`config.mk`:
```
export PLATFORM = sky130hd
export DESIGN_NAME = sensor_scan_ctrl
export DESIGN_NICKNAME = d
export VERILOG_FILES = /design/src/rtl/sensor_scan_ctrl.sv
export SDC_FILE = /design/constraint.sdc
export NUM_CORES = 1
export LEC_CHECK = 0
export ABC_AREA = 1
export BUFFER_PORTS_ARGS = -buffer_cell sky130_fd_sc_hd__buf_2
export CORE_ASPECT_RATIO = 0.6
export CORE_MARGIN = 5
export CORE_UTILIZATION = 48
export DETAILED_ROUTE_END_ITERATION = 7
export GPL_ROUTABILITY_DRIVEN = 0
export GPL_TIMING_DRIVEN = 0
export PLACE_DENSITY = 0.71
export SYNTH_ARGS = -nofsm -noshare
export SYNTH_HDL_FRONTEND = slang
export SYNTH_SLANG_ARGS = --single-unit
```
`constraint.sdc`:
```
create_clock -name clk -period 1.7 [get_ports clk]
set_input_delay 0.085 -clock clk [delete_from_list [all_inputs] [get_ports clk]]
set_output_delay 0.085 -clock clk [all_outputs]
set_load 0.1 [all_outputs]
```
`src/rtl/sensor_scan_ctrl.sv`:
```
// sensor_scan_ctrl
// Periodic scan controller for a four-input sensor error check. The sensor pins
// are captured once every SCAN_PERIOD clocks while scanning is enabled, and the
// error rule is evaluated on that captured sample. An error has to be seen on
// DEBOUNCE consecutive samples before the sticky alarm is raised. The alarm
// stays up until software acknowledges it, and every raise bumps a saturating
// fault counter.
//
// Ports:
//   clk             system clock, rising edge
//   n_rst           asynchronous active-low reset
//   enable          scanning enabled when high
//   sensors         raw sensor levels
//   clear_alarm     single-cycle acknowledge, clears a raised alarm
//   sample_valid    one-cycle pulse, sensors_latched was just updated
//   sensors_latched last captured sensor sample
//   error_now       error rule applied to sensors_latched
//   alarm           sticky debounced alarm
//   alarm_src       sample that raised the current alarm
//   fault_count     number of alarm raises, saturating at all-ones
module sensor_scan_ctrl #(
    parameter int SCAN_PERIOD = 8,
    parameter int DEBOUNCE    = 3,
    parameter int FCNT_W      = 8
) (
    input  logic              clk,
    input  logic              n_rst,
    input  logic              enable,
    input  logic [3:0]        sensors,
    input  logic              clear_alarm,
    output logic              sample_valid,
    output logic [3:0]        sensors_latched,
    output logic              error_now,
    output logic              alarm,
    output logic [3:0]        alarm_src,
    output logic [FCNT_W-1:0] fault_count
);

    localparam int SCAN_W = (SCAN_PERIOD > 2) ? $clog2(SCAN_PERIOD) : 1;
    localparam int DEB_W  = (DEBOUNCE > 1) ? $clog2(DEBOUNCE) : 1;

    localparam logic [SCAN_W-1:0] SCAN_LAST = SCAN_W'(SCAN_PERIOD - 1);
    localparam logic [DEB_W-1:0]  DEB_LAST  = DEB_W'(DEBOUNCE - 1);
    localparam logic [FCNT_W-1:0] FCNT_MAX  = {FCNT_W{1'b1}};

    typedef enum logic [1:0] {
        IDLE,
        MONITOR,
        PENDING,
        ALARM
    } state_t;

    state_t            state;
    logic [SCAN_W-1:0] scan_cnt;
    logic [DEB_W-1:0]  deb_cnt;

    // The error rule: sensor 0 on its own is an error, sensor 1 is only an
    // error when backed up by sensor 2 or sensor 3. It looks at the registered
    // sample, so it is glitch-free and changes only when a new sample lands.
    always_comb begin
        error_now = sensors_latched[0]
                  | (sensors_latched[1] & sensors_latched[2])
                  | (sensors_latched[1] & sensors_latched[3]);
    end

    // Scan timer. While enabled it free-runs 0..SCAN_PERIOD-1 and captures the
    // pins on the last count, raising sample_valid for exactly one cycle. When
    // disabled the timer is parked at 0 so a re-enable always waits a full
    // period before the first sample; the last captured sample is kept.
    always_ff @(posedge clk or negedge n_rst) begin
        if (!n_rst) begin
            scan_cnt        <= '0;
            sample_valid    <= 1'b0;
            sensors_latched <= '0;
        end else if (enable) begin
            if (scan_cnt == SCAN_LAST) begin
                scan_cnt        <= '0;
                sample_valid    <= 1'b1;
                sensors_latched <= sensors;
            end else begin
                scan_cnt     <= scan_cnt + SCAN_W'(1);
                sample_valid <= 1'b0;
            end
        end else begin
            scan_cnt     <= '0;
            sample_valid <= 1'b0;
        end
    end

    // Debounce and alarm state machine. Samples are only judged in the cycle
    // sample_valid is high. A clean sample restarts the debounce run; the
    // DEBOUNCE-th consecutive erroring sample raises the alarm, records the
    // offending sample and bumps the fault counter (which sticks at all-ones).
    // Once alarmed, samples are ignored and the alarm survives enable going
    // low; only clear_alarm brings it down, and that clear takes priority over
    // any sample arriving in the same cycle, so the debounce run restarts
    // from zero.
    always_ff @(posedge clk or negedge n_rst) begin
        if (!n_rst) begin
            state       <= IDLE;
            deb_cnt     <= '0;
            alarm       <= 1'b0;
            alarm_src   <= '0;
            fault_count <= '0;
        end else begin
            case (state)
                IDLE: begin
                    deb_cnt <= '0;
                    if (enable) begin
                        state <= MONITOR;
                    end
                end
                MONITOR, PENDING: begin
                    if (!enable) begin
                        state   <= IDLE;
                        deb_cnt <= '0;
                    end else if (sample_valid) begin
                        if (!error_now) begin
                            state   <= MONITOR;
                            deb_cnt <= '0;
                        end else if (deb_cnt == DEB_LAST) begin
                            state     <= ALARM;
                            deb_cnt   <= '0;
                            alarm     <= 1'b1;
                            alarm_src <= sensors_latched;
                            if (fault_count != FCNT_MAX) begin
                                fault_count <= fault_count + FCNT_W'(1);
                            end
                        end else begin
                            state   <= PENDING;
                            deb_cnt <= deb_cnt + DEB_W'(1);
                        end
                    end
                end
                ALARM: begin
                    if (clear_alarm) begin
                        alarm     <= 1'b0;
                        alarm_src <= '0;
                        deb_cnt   <= '0;
                        state     <= enable ? MONITOR : IDLE;
                    end
                end
                default: begin
                    state   <= IDLE;
                    deb_cnt <= '0;
                end
            endcase
        end
    end

endmodule
```
# After elaboration in Yosys (flattened, before gate mapping)
# Index checks and enable logic that the tools add are counted.
# W data, S select, Z words.
# op_classes
muxes	30
add_sub_neg	3
reduce_logical	8
bitwise	4
n_eq_ne	13
# ops
op	count
$mux W2	10
$mux W4	5
$ne A2 B2 Y1 const B	6
$pmux W2 S3	2
$reduce_and A6 Y1	2
$mux W1	9
$add A8 B1 Y8 const B	1
$ne A8 B8 Y1 const B	1
$pmux W4 S2	1
$eq A2 B2 Y1 const B	3
$mux W3	2
$reduce_and A2 Y1	2
$add A3 B1 Y3 const B	1
$eq A3 B3 Y1 const B	1
$ne A3 B3 Y1 const B	1
$reduce_and A3 Y1	1
$add A2 B1 Y2 const B	1
$and A1 B1 Y1	2
$eq A2 B1 Y1 const B	1
$logic_not A2 Y1	1
$or A1 B1 Y1	2
$pmux W1 S2	1
$reduce_bool A2 Y1	1
$reduce_or A2 Y1	1
# totals
register_bits	25
in_bits	8

# Longest topological paths before layout
# Gate-level depths: netlist of the first run.
# depth
depth_word	7
mapped_depth	9

# Least setup slack after synthesis of the first run
# Ideal clock, no wire load.
# synth_timing
path_kind	register to register
start	register sensors_latched[1]
end	register alarm
path_slack_ns	-0.330
arrival_time_ns	1.907
n_path_buf	0
stages_incl_launch_ff	8
t_required_ns	1.578
cell_sequence	dfrtp_1 nand2_1 nand3_4 nand2_1 nand2_1 nand2_2 nand2_1 nand2_1
# synth_between
elab_chain_len	5
word_cells_on_any_way	6
cone_classes	eq/ne: 1; bitwise: 4; reduce/logical: 1
# synth_rtl
item	line	source
from (decl)	32	output logic [3:0] sensors_latched,
from (signal assigned)	79	sensors_latched <= sensors;
$and A1 B1 Y1	62	| (sensors_latched[1] & sensors_latched[2])
$or A1 B1 Y1	62	
$or A1 B1 Y1 *	63	| (sensors_latched[1] & sensors_latched[3]);
net error_now	33	output logic error_now,
$ne A2 B2 Y1 (no line) *	n/a	
$reduce_and A6 Y1 (no line) *	n/a	
to (signal assigned)	102	alarm <= 1'b0;
to (signal assigned)	124	alarm <= 1'b1;
to (signal assigned)	137	alarm <= 1'b0;
to (decl)	34	output logic alarm,
# Mark *: on every way through the listed nets, which the timed path passes. The rest lies on a longest branch.
# A chain may end at the register's enable or synchronous reset.

# Final worst setup path of the first run
# layout_timing
start	register state[1]
end	register alarm_src[3]
# layout_between
elab_chain_len	4
word_cells_on_any_way	12
cone_classes	eq/ne: 8; mux: 1; reduce/logical: 3
# layout_rtl
item	line	source
from (decl)	53	state_t state;
from (signal assigned)	140	state <= enable ? MONITOR : IDLE;
$eq A2 B1 Y1 / $eq A2 B2 Y1 (equally long branches)	106	case (state)
$reduce_or A2 Y1	106	
$ne A2 B2 Y1 (no line) / $reduce_bool A2 Y1 (equally long branches)	n/a	
$reduce_and A6 Y1 (no line)	n/a	
to (signal assigned)	125	alarm_src <= sensors_latched;
to (decl)	35	output logic [3:0] alarm_src,
# Parallel ways exist; a longest one is shown, timed or not.

==> results of run 1 <==
[Yosys cell counts]
| cell | n |
|---|---|
| nand3_4 | 2 |
| or2_1 | 1 |
| xor2_1 | 1 |
| inv_1 | 18 |
| xnor2_1 | 2 |
| nand2_2 | 1 |
| nor2_1 | 6 |
| o21ai_1 | 1 |
| inv_4 | 1 |
| nand3b_1 | 1 |
| nand3_1 | 8 |
| clkinv_1 | 2 |
| dfrtp_1 | 25 |
| o21ai_0 | 5 |
| a21oi_1 | 2 |
| ha_1 | 6 |
| nand4_1 | 3 |
| nand3_2 | 2 |
| inv_2 | 2 |
| nor2_4 | 1 |
| nand2_1 | 75 |
| nor3_1 | 1 |
[registers in the layout, indices dropped and copies added, names as in the netlist]
| signal | cells |
|---|---|
| sensors_latched | 4 |
| scan_cnt | 3 |
| deb_cnt | 2 |
| sample_valid | 1 |
| alarm_src | 4 |
| state | 2 |
| fault_count | 8 |
| alarm | 1 |
[through the flow]
stage | setup WS (ns) | hold WS, ns | cells
after floorplan | 0.00237 | -0.211 | 166
after global placement | 0.253 | 0.107 | 224
after detailed placement | 0.206 | 0.113 | 224
after CTS | 0.171 | 0.00478 | 232
after global routing | 0.0513 | 0.0145 | 232
final | 0.155 | 0.0142 | 232
[worst paths after layout]
path / end / from
hold reg to reg: scan_cnt[0]$_DFF_PN0_ / scan_cnt[0]$_DFF_PN0_
max in group asynchronous: sensors_latched[2]$_DFFE_PN0P_ / n_rst
setup / recovery: alarm_src[3]$_DFFE_PN0P_ / state[1]$_DFFE_PN0P_
hold / removal: sensors_latched[0]$_DFFE_PN0P_ / sensors[0]
min in group asynchronous: scan_cnt[1]$_DFF_PN0_ / n_rst
setup reg to reg: alarm_src[3]$_DFFE_PN0P_ / state[1]$_DFFE_PN0P_
[metal layers]
metal / vias up / GRT usage
li1: 578 / -
met1: 512 / 0.210
met2: 37 / 0.239
met3: 4 / 0.0554
met4: 0 / 0.0429
met5: - / 0
[report_power, final]
part / internal, uW / switching, uW
combinational: 136 / 350
clock: 172 / 208
sequential: 650 / 43.2
[critical path: stages (launching register included)]
cell     delay (ns)
dfrtp_1        0.40
inv_1          0.08
ha_1           0.36
nand3_2        0.12
nor2_4         0.12
nand2_1        0.08
nand2_1        0.08
nand2_2        0.08
nand2_1        0.07
nand2_1        0.05
[logic make-up (layout without fill, tap and decap cells)]
group / count (synthesis) / count (layout)
AO/OA/AOI/OAI: 8 / 8
XOR/XNOR: 3 / 3
adder cells (fa/ha/maj): 6 / 6
buffers and inverters: 23 / 57
flip-flops: 25 / 25
AND/OR/NAND/NOR: 101 / 101
[cell usage in the layout (no fill, tap or decap)]
cell type,instances
nand2_1,75
buf_2,26
inv_1,18
dfrtp_1,17
nand3_1,8
nor2_1,6
ha_1,6
dfrtp_2,6
o21ai_0,5
dlygate4sd3_1,4
nand4_1,3
clkbuf_8,3
nand3_4,2
inv_2,2
nand3_2,2
clkinv_1,2
a21oi_1,2
xnor2_1,2
dfrtp_4,2
nor3_1,1
nor2_4,1
or2_1,1
nand2_2,1
inv_4,1
nand3b_1,1
xor2_1,1
o21ai_1,1
inv_6,1
[final cells by class]
class / instances / area, um^2
repair buffers: 30 / 170
fillers: 231 / 972
clock inverters: 1 / 8.76
inverters: 23 / 88.8
multi-input cells: 118 / 596
clock buffers: 3 / 41.3
flip-flops and latches: 25 / 641
well taps: 32 / 40.0
[what timing repair did]
action / in CTS / in global routing
setup buffers: 0 / 0
endpoints found under the hold margin: 28 / 0
hold buffers: 4 / 0
==> qor.yml, run 1 <==
status: "complete, no violations"
top_layer_used: "met4"
routed_wl_mm: 2.81
cts_resized: 0
track_usage: 0.156
design.core.area_um2: 2560
arrival_ns: 1.72
synth_adder_area_share: 0.0573
design_area_um2: 1590
place_area_um2: 1500
numCtsBuffers: 3
dr_wl_met3_um: 194
routedWlPerCell_um: 12.1
crit_path_max_fanout: 5
wl_met2_mm: 1.24
clk_latency_ns: 0.27
antenna_found_initial: 0
yosysTopAreaCell: "dfrtp_1"
antenna_cells: 0
fmax_mhz: 647
grt_first_pass_wirelength_mm: 4.86
nets: 215
die_w_um: 77.4
power_uw: 1560
reg2regPathDepth: 9
drv_cap: 0
clk_path_buf_depth: 2
synth.area.top_cells: "dfrtp_1 (48%), nand2_1 (21%), ha_1 (5.7%)"
floorplan.die_area_um2: 3910
final_hold_viol_count: 0
required_ns: 1.87
vias_per_cell: 4.88
synth_top_family_by_area: "simple AND/OR/NAND/NOR gates"
die-height_um: 50.5
drt-initial-drc-count: 62
p_leak_uw: 0.000881
synth-compound-area-share: 0.0306
h-tree-depth: 1
finalSetupViolCount: 0
wl_met1_mm: 1.35
finalSetupTns_ns: 0
synth_area_per_cell_um2: 7.89
holdPathStages: 3
synthMuxAreaShare: 0
vias: 1131
drive_gt1_frac: 0.235
ys.warnings.count: 0
rows: 14
rsz0062_at_grt: "no"
slew-limit-headroom: 0.634
end_kind: "flop"
syn_area_um2: 1310
synth-seq-cells: 25
area_growth_pct: 21.0
cts_tree: "built"
postRouteAntennaNets: 0
rrSetupSlack_ns: 0.15
fin_crit_sh: 0.909
cts-root-buf: "clkbuf_8"
utilization: 0.620
io_buffers: 26
synth_nets: 180
drv_slew: 0
synth_top_area_share: 0.478
start_util: 0.512
drtPass1Iterations: 4
layout_min_cycle_time_ns: 1.55
worstHoldPathType: "in -> reg"
synthXorXnorAreaFrac: 0.0201
cts.sinks: 25
yosysSeqAreaShare: 0.478
path_class: "reg -> reg"
path_clk_slew_ns: 0.09
io_pins: 27
fin_skew_ns: 0.00266
synth_cells: 166
grt_max_degree: 26
ir_worst_vdd_v: 0.000531
drc: 0
tightestPinTransition_ns: 0.548
synth-simple-area-share: 0.347
grt_pass1_vias: 1041
start_kind: "flop"
dp_hpwl_mm: 2.10
power_density_nw_per_um2: 984
ys_types: 22
grt_overflow: 0
Note: power is estimated with default switching activity, not from simulation.
==> run 2, diff against run 1 <==
--- a/config.mk
+++ b/config.mk
@@ -6,9 +6,8 @@
 export NUM_CORES = 1
 export LEC_CHECK = 0
 export ABC_AREA = 1
-export BUFFER_PORTS_ARGS = -buffer_cell sky130_fd_sc_hd__buf_2
+export BUFFER_PORTS_ARGS = -buffer_cell sky130_fd_sc_hd__clkbuf_2
 export CORE_ASPECT_RATIO = 0.6
-export CORE_MARGIN = 5
 export CORE_UTILIZATION = 48
 export DETAILED_ROUTE_END_ITERATION = 7
 export GPL_ROUTABILITY_DRIVEN = 0
==> constraint.sdc (replaced) <==
create_clock -name clk -period 1.9 [get_ports clk]
set_input_delay 0.095 -clock clk [delete_from_list [all_inputs] [get_ports clk]]
set_output_delay 0.095 -clock clk [all_outputs]
set_load 0.1 [all_outputs]
==> run 2 against run 1 <==
Maximum frequency rose by 3.3%. Critical path depth fell by 1. Largest power group unchanged. Highest routed layer unchanged. Sequential cell count did not move. Die area fell by 25%. Worst hold slack got worse by 0.0063 ns.
==> qor.yml, run 2 (same netlist as run 1, synthesis figures left out) <==
status: "complete, no violations"
dp_hpwl_mm: 1.96  # -6.7%
regMostFlops: "fault_count"
crit_chain: "inv_1, ha_1, nand3_2, nor2_4, nand3_4, inv_4, nand2_1, nand2_1"
routedWlPerCell_um: 10.9  # -9.7%
finalSetupViolCount: 0  # unchanged
antenna_found_initial: 0  # unchanged
fin_skew_ns: 0.00454  # +0.00188 ns
power_uw: 1380  # -12%
cts_tree: "built"
start_kind: "flop"
antenna_cells: 0  # unchanged
cpMostUsedCell: "nand2_1"
fin_crit_sh: 0.787  # -0.122
numCtsBuffers: 3  # unchanged
largest_reg_flops: 8  # unchanged
drt-initial-drc-count: 50  # -19%
p_leak_uw: 0.000861  # -2.3%
grt_max_degree: 26  # unchanged
grt_overflow: 0  # unchanged
worstHoldPathType: "in -> reg"
fill_cells: 237  # +2.6%
final_cell_mix: "nand2_1 (75), clkbuf_2 (26), dfrtp_1 (19), inv_1 (18), nand3_1 (8)"
rows: 14  # unchanged
area_growth_pct: 18.1
hold_ws_ns: 0.00796  # -0.00627 ns
io_pins: 27  # unchanged
routed_wl_mm: 2.51  # -11%
postRouteAntennaNets: 0  # unchanged
path_class: "reg -> reg"
nets: 212  # -1.4%
rsz0062_at_grt: "no"
critPathMaxStageDelay_ns: 0.39  # about the same
power_density_nw_per_um2: 889  # -9.7%
h-tree-depth: 1  # unchanged
required_ns: 2.11  # +0.24 ns
end_kind: "flop"
grt_first_pass_wirelength_mm: 4.22  # -13%
track_usage: 0.184  # +0.0283
ir_worst_vdd_v: 0.000409  # -23%
drive_gt1_frac: 0.228  # -0.00657
vias: 1071  # -5.3%
io_buffers: 26  # unchanged
layout_commonest_cell: "nand2_1"
start_util: 0.516  # +0.00353
layout_min_cycle_time_ns: 1.50  # -0.0500 ns
drv_cap: 0  # unchanged
design.core.area_um2: 2540  # -0.68%
slew-limit-headroom: 0.594  # -0.0408
fin_ws_ns: 0.405  # +0.250 ns
die-height_um: 42.5  # -16%
slowest_stage: "dfrtp_1"
post-place-ws_ns: 0.400  # +0.194 ns
multi_input_area_um2: 596  # unchanged
post_cts_buffers: 0  # unchanged
cts.sinks: 25  # unchanged
drv_slew: 0  # unchanged
finalSetupTns_ns: 0  # unchanged
drc: 0  # unchanged
drtPass1Iterations: 4  # unchanged
vias_per_cell: 4.68  # -4.1%
seqCellArea_um2: 633  # -1.2%
fmax_mhz: 669  # +3.3%
final_hold_viol_count: 0  # unchanged
arrival_ns: 1.71  # about the same
crit_path_max_fanout: 10  # +5
cts-root-buf: "clkbuf_8"
clk_path_buf_depth: 2  # unchanged
clk_latency_ns: 0.27  # about the same
path_clk_slew_ns: 0.09  # about the same
grt_pass1_vias: 960  # -7.8%
largestRegisters: "fault_count: 8 flops, alarm_src: 4 flops, sensors_latched: 4 flops"
die_w_um: 69.4  # -10%
tightestPinTransition_ns: 0.610  # +0.0612 ns
floorplan.die_area_um2: 2950  # -25%
run 2: cell count changes in the layout (fill, tap and decap cells not counted), sizes merged:
cell / before / now
buf: 26 / 0
clkbuf: 3 / 29
dlygate4sd3: 4 / 1
run 2: area by class of cell:
cell class,instances,share of cell area
sequential,25,0.409
inverter,23,0.0574
timing repair buffer,27,0.0905
tap,32,0.0259
multi-input combinational,118,0.385
clock inverter,1,0.00566
clock buffer,3,0.0267
run 2: metal layers:
| layer | routed length [um] | global-route usage | vias to the layer above | part of all wire |
|---|---|---|---|---|
| met3 | 78 | 0.0577 | 2 | 0.031 |
| li1 | - | - | 575 | - |
| met4 | 8 | 0.0367 | 0 | 0.0032 |
| met2 | 1110 | 0.272 | 12 | 0.44 |
| met1 | 1310 | 0.267 | 482 | 0.52 |
| met5 | 0 | 0 | - | 0 |
run 2: where the power goes:
| part | total, uW | switching (uW) | leakage (uW) | internal, uW |
|---|---|---|---|---|
| clock network | 334 | 180 | 0.0000261 | 154 |
| registers | 617 | 37.2 | 0.000329 | 580 |
| logic | 424 | 307 | 0.000506 | 117 |
| total | 1380 | 524 | 0.000861 | 851 |
run 2: path summary, 6_finish.rpt:
check / start / end / slack (ns) / cells after the start
worst max-delay path: state[1]$_DFFE_PN0P_ / fault_count[5]$_DFFE_PN0P_ / 0.40 / 8
worst min-delay path: sensors[3] / sensors_latched[3]$_DFFE_PN0P_ / 0.008 / 3
worst max register to register: state[1]$_DFFE_PN0P_ / fault_count[5]$_DFFE_PN0P_ / 0.40 / 8
worst min register to register: scan_cnt[0]$_DFF_PN0_ / scan_cnt[0]$_DFF_PN0_ / 0.45 / 1
max in group asynchronous: n_rst / fault_count[0]$_DFFE_PN0P_ / 1.11 / 2
min in group asynchronous: n_rst / state[0]$_DFFE_PN0P_ / 0.36 / 2
run 2: through the flow:
stage / utilization / instances / cell area (um^2)
detailed placement: 0.586 / 224 / 1490
finish: 0.609 / 229 / 1550
global placement: 0.586 / 224 / 1490
floorplan: - / 166 / 1320
global route: 0.609 / 229 / 1550
CTS: 0.609 / 229 / 1550
run 2: timing repair:
| item | in CTS | in global routing |
|---|---|---|
| gates resized for setup | 0 | 0 |
| hold endpoints to repair | 25 | 0 |
| hold buffers | 1 | 0 |
run 2: worst max-delay path, delay by kind of cell (launching register included):
kind                       cells  cell delay [ns]
buffers and inverters          2             0.20
DFF                            1             0.39
and+or+nand+nor                5             0.50
adders and majority gates      1             0.34
==> run 3, diff against run 2 <==
--- a/config.mk
+++ b/config.mk
@@ -12,7 +12,7 @@
 export DETAILED_ROUTE_END_ITERATION = 7
 export GPL_ROUTABILITY_DRIVEN = 0
 export GPL_TIMING_DRIVEN = 0
-export PLACE_DENSITY = 0.71
+export PLACE_DENSITY = 0.74
 export SYNTH_ARGS = -nofsm -noshare
 export SYNTH_HDL_FRONTEND = slang
 export SYNTH_SLANG_ARGS = --single-unit
==> constraint.sdc (replaced) <==
create_clock -name clk -period 1.3 [get_ports clk]
set_input_delay 0.065 -clock clk [delete_from_list [all_inputs] [get_ports clk]]
set_output_delay 0.065 -clock clk [all_outputs]
set_load 0.1 [all_outputs]
==> run 3 against run 2 <==
The run now ends with negative setup slack left. Setup slack got worse by 0.60 ns. Design area rose by 21%. Cell count rose by 7.4%. First-iteration DRC count rose by 120%. Sequential power rose by 49%. Utilization rose by 13 points. Worst hold slack got worse by 0.0064 ns. Combinational power rose to 2.8 times the previous value. Routed wire length rose by 48%. Sequential cell count did not move. Global-route usage rose by 5.8 points. Maximum frequency barely moved. Critical path type unchanged. Largest power group is now combinational cells.
==> qor.yml, run 3 (same netlist as run 1, synthesis figures left out) <==
vias: 1302  # +22%
crit_cells: 10  # +2
arrival_ns: 1.70  # about the same
io_buffers: 26  # unchanged
end_kind: "flop"
die_w_um: 69.4  # unchanged
rsz0062_at_grt: "yes"
die-height_um: 42.5  # unchanged
grt_pass1_vias: 1141  # +19%
drtPass1Iterations: 4  # unchanged
floorplan.die_area_um2: 2950  # unchanged
ir_worst_vdd_v: 0.000714  # +74%
antenna_cells: 0  # unchanged
drv_slew: 0  # unchanged
clk_path_buf_depth: 2  # unchanged
grt_first_pass_wirelength_mm: 5.43  # +29%
required_ns: 1.50  # -0.61 ns
power.switching_uw: 1030  # +97%
track_usage: 0.242  # +0.0582
layout_min_cycle_time_ns: 1.50  # +0.000131 ns
cts.sinks: 25  # unchanged
cp_num_buf_inv: 4  # +2
numCtsBuffers: 3  # unchanged
combinationalPowerShare: 0.457  # +0.149
start_util: 0.516  # unchanged
final_hold_viol_count: 0  # unchanged
h-tree-depth: 1  # unchanged
largest_reg_flops: 8  # unchanged
finalSetupTns_ns: -2.66  # -2.66 ns
slowest_stage: "dfrtp_1"
p_seq_frac: 0.360  # -0.089
path_clk_slew_ns: 0.09  # about the same
crit_path_start: "state[0]$_DFFE_PN0P_"
dp_hpwl_mm: 2.02  # +3.0%
rrSetupSlack_ns: -0.20  # -0.60 ns
fin_skew_ns: 0.00592  # +0.00138 ns
utilization: 0.740  # +0.131
placed_cells: 224  # unchanged
drive_gt1_frac: 0.463  # +0.234
final_cells: 246  # +7.4%
design.core.area_um2: 2540  # unchanged
pwr-share-clk: 0.184  # -0.059
drv_cap: 0  # unchanged
power.internal_uw: 1530  # +80%
status: "complete, but fails checks"
layout_commonest_cell: "nand2_1"
start_kind: "flop"
regMostFlops: "fault_count"
io_pins: 27  # unchanged
routedWlPerCell_um: 15.1  # +38%
fin_crit_sh: 1.15  # +0.363
crit_chain: "inv_2, ha_4, buf_4, nand2_2, inv_4, nand2_4, buf_4, nand2_4, nand2_1, o21ai_1"
postRouteAntennaNets: 0  # unchanged
cts_tree: "built"
r2r_start: "state[0]$_DFFE_PN0P_"
nets: 229  # +8.0%
drt-initial-drc-count: 111  # +120%
timing.rr.end: "deb_cnt[0]$_DFFE_PN0P_"
rows: 14  # unchanged
drc: 0  # unchanged
reg2regPathDepth: 10  # +2
power_density_nw_per_um2: 1360  # +54%
fmax_mhz: 669  # about the same
violations: "negative setup slack"
crit_path_max_fanout: 4  # -6
largestRegisters: "fault_count: 8 flops, alarm_src: 4 flops, sensors_latched: 4 flops"
endpoint: "deb_cnt[0]$_DFFE_PN0P_"
area_growth_pct: 43.5
critPathTopFamily: "buffers and inverters"
critPathMaxStageDelay_ns: 0.38  # about the same
grt_overflow: 0  # unchanged
finalSetupViolCount: 18  # +18
holdPathStages: 3  # unchanged
vias_per_cell: 5.29  # +13%
grt_max_degree: 26  # unchanged
antenna_found_initial: 0  # unchanged
hold_ws_ns: 0.00161  # -0.00636 ns
fin_ws_ns: -0.196  # -0.600 ns
slew-limit-headroom: 0.581  # -0.0123
cts-root-buf: "clkbuf_8"
p_leak_uw: 0.000980  # +14%
routed_wl_mm: 3.72  # +48%
power.share.switching: 0.403  # +0.0218
worstHoldPathType: "in -> reg"
tightestPinTransition_ns: 0.628  # +0.0185 ns
clk_latency_ns: 0.27  # about the same
path_class: "reg -> reg"
final_cell_mix: "nand2_1 (55), clkbuf_2 (18), nand2_2 (16), inv_1 (13), buf_4 (13)"
-- run 3: cell types whose count changed in the layout (fill, tap and decap cells not counted), moves of 6 or more --
cell | before | now
nand2_1 | 75 | 55
dfrtp_4 | 0 | 6
dfrtp_1 | 19 | 12
nand2_2 | 1 | 16
clkbuf_2 | 26 | 18
buf_4 | 0 | 13
-- run 3: layout make-up --
class                      count  area, um^2
tap                           32        40.0
inverter                      23         100
clock inverter                 1        7.51
sequential                    25         657
fill                         173         661
multi-input combinational    119         741
clock buffer                   3        41.3
timing repair buffer          43         293
-- run 3: power by group through the flow --
stage | clock [uW] | sequential [uW] | combinational, uW
CTS | 475 | 913 | 933
global route | 519 | 928 | 1240
finish | 471 | 922 | 1170
detailed placement | 0 | 928 | 624
global placement | 0 | 923 | 596
floorplan | 0 | 1010 | 397
-- run 3: worst min path at each step --
stage	start	endpoint
after global routing	sensors[0]	sensors_latched[0]$_DFFE_PN0P_
after detailed placement	n_rst	alarm$_DFFE_PN0P_
after floorplan	n_rst	alarm$_DFFE_PN0P_
after global placement	n_rst	alarm_src[3]$_DFFE_PN0P_
after CTS	sensors[0]	sensors_latched[0]$_DFFE_PN0P_
final	sensors[0]	sensors_latched[0]$_DFFE_PN0P_
-- run 3: stage by stage --
| stage | worst slack [ns] | total power, uW | instance area [um^2] |
|---|---|---|---|
| 6_report | -0.196 | 2560 | 1880 |
| 5_1_grt | -0.245 | 2690 | 1880 |
| 4_1_cts | -0.124 | 2320 | 1810 |
| 3_5_place_dp | -0.196 | 1550 | 1520 |
| 3_3_place_gp | -0.146 | 1520 | 1520 |
| 2_1_floorplan | -0.306 | 1410 | 1350 |
-- run 3: metal layers --
metal / GRT usage / vias to the layer above / share of wire
met5: 0 / - / 0
met4: 0.0367 / 0 / 0.030
met3: 0.0697 / 13 / 0.079
met2: 0.384 / 70 / 0.47
met1: 0.338 / 608 / 0.42
li1: - / 611 / -
-- run 3: tightest hold or removal path: stages --
cell and delay [ns]:
clkbuf_2 0.08, nand2_1 0.04, o21ai_0 0.06
-- run 3: repair_timing --
item | 4_1_cts | 5_1_grt
gates resized for setup | 27 | 25
buffers inserted | 10 | 3
hold endpoints to repair | 28 | 0
hold buffers | 4 | 0
gates cloned | 1 | 0
pin swaps | 10 | 11
endpoints found under the setup margin | 18 | 26
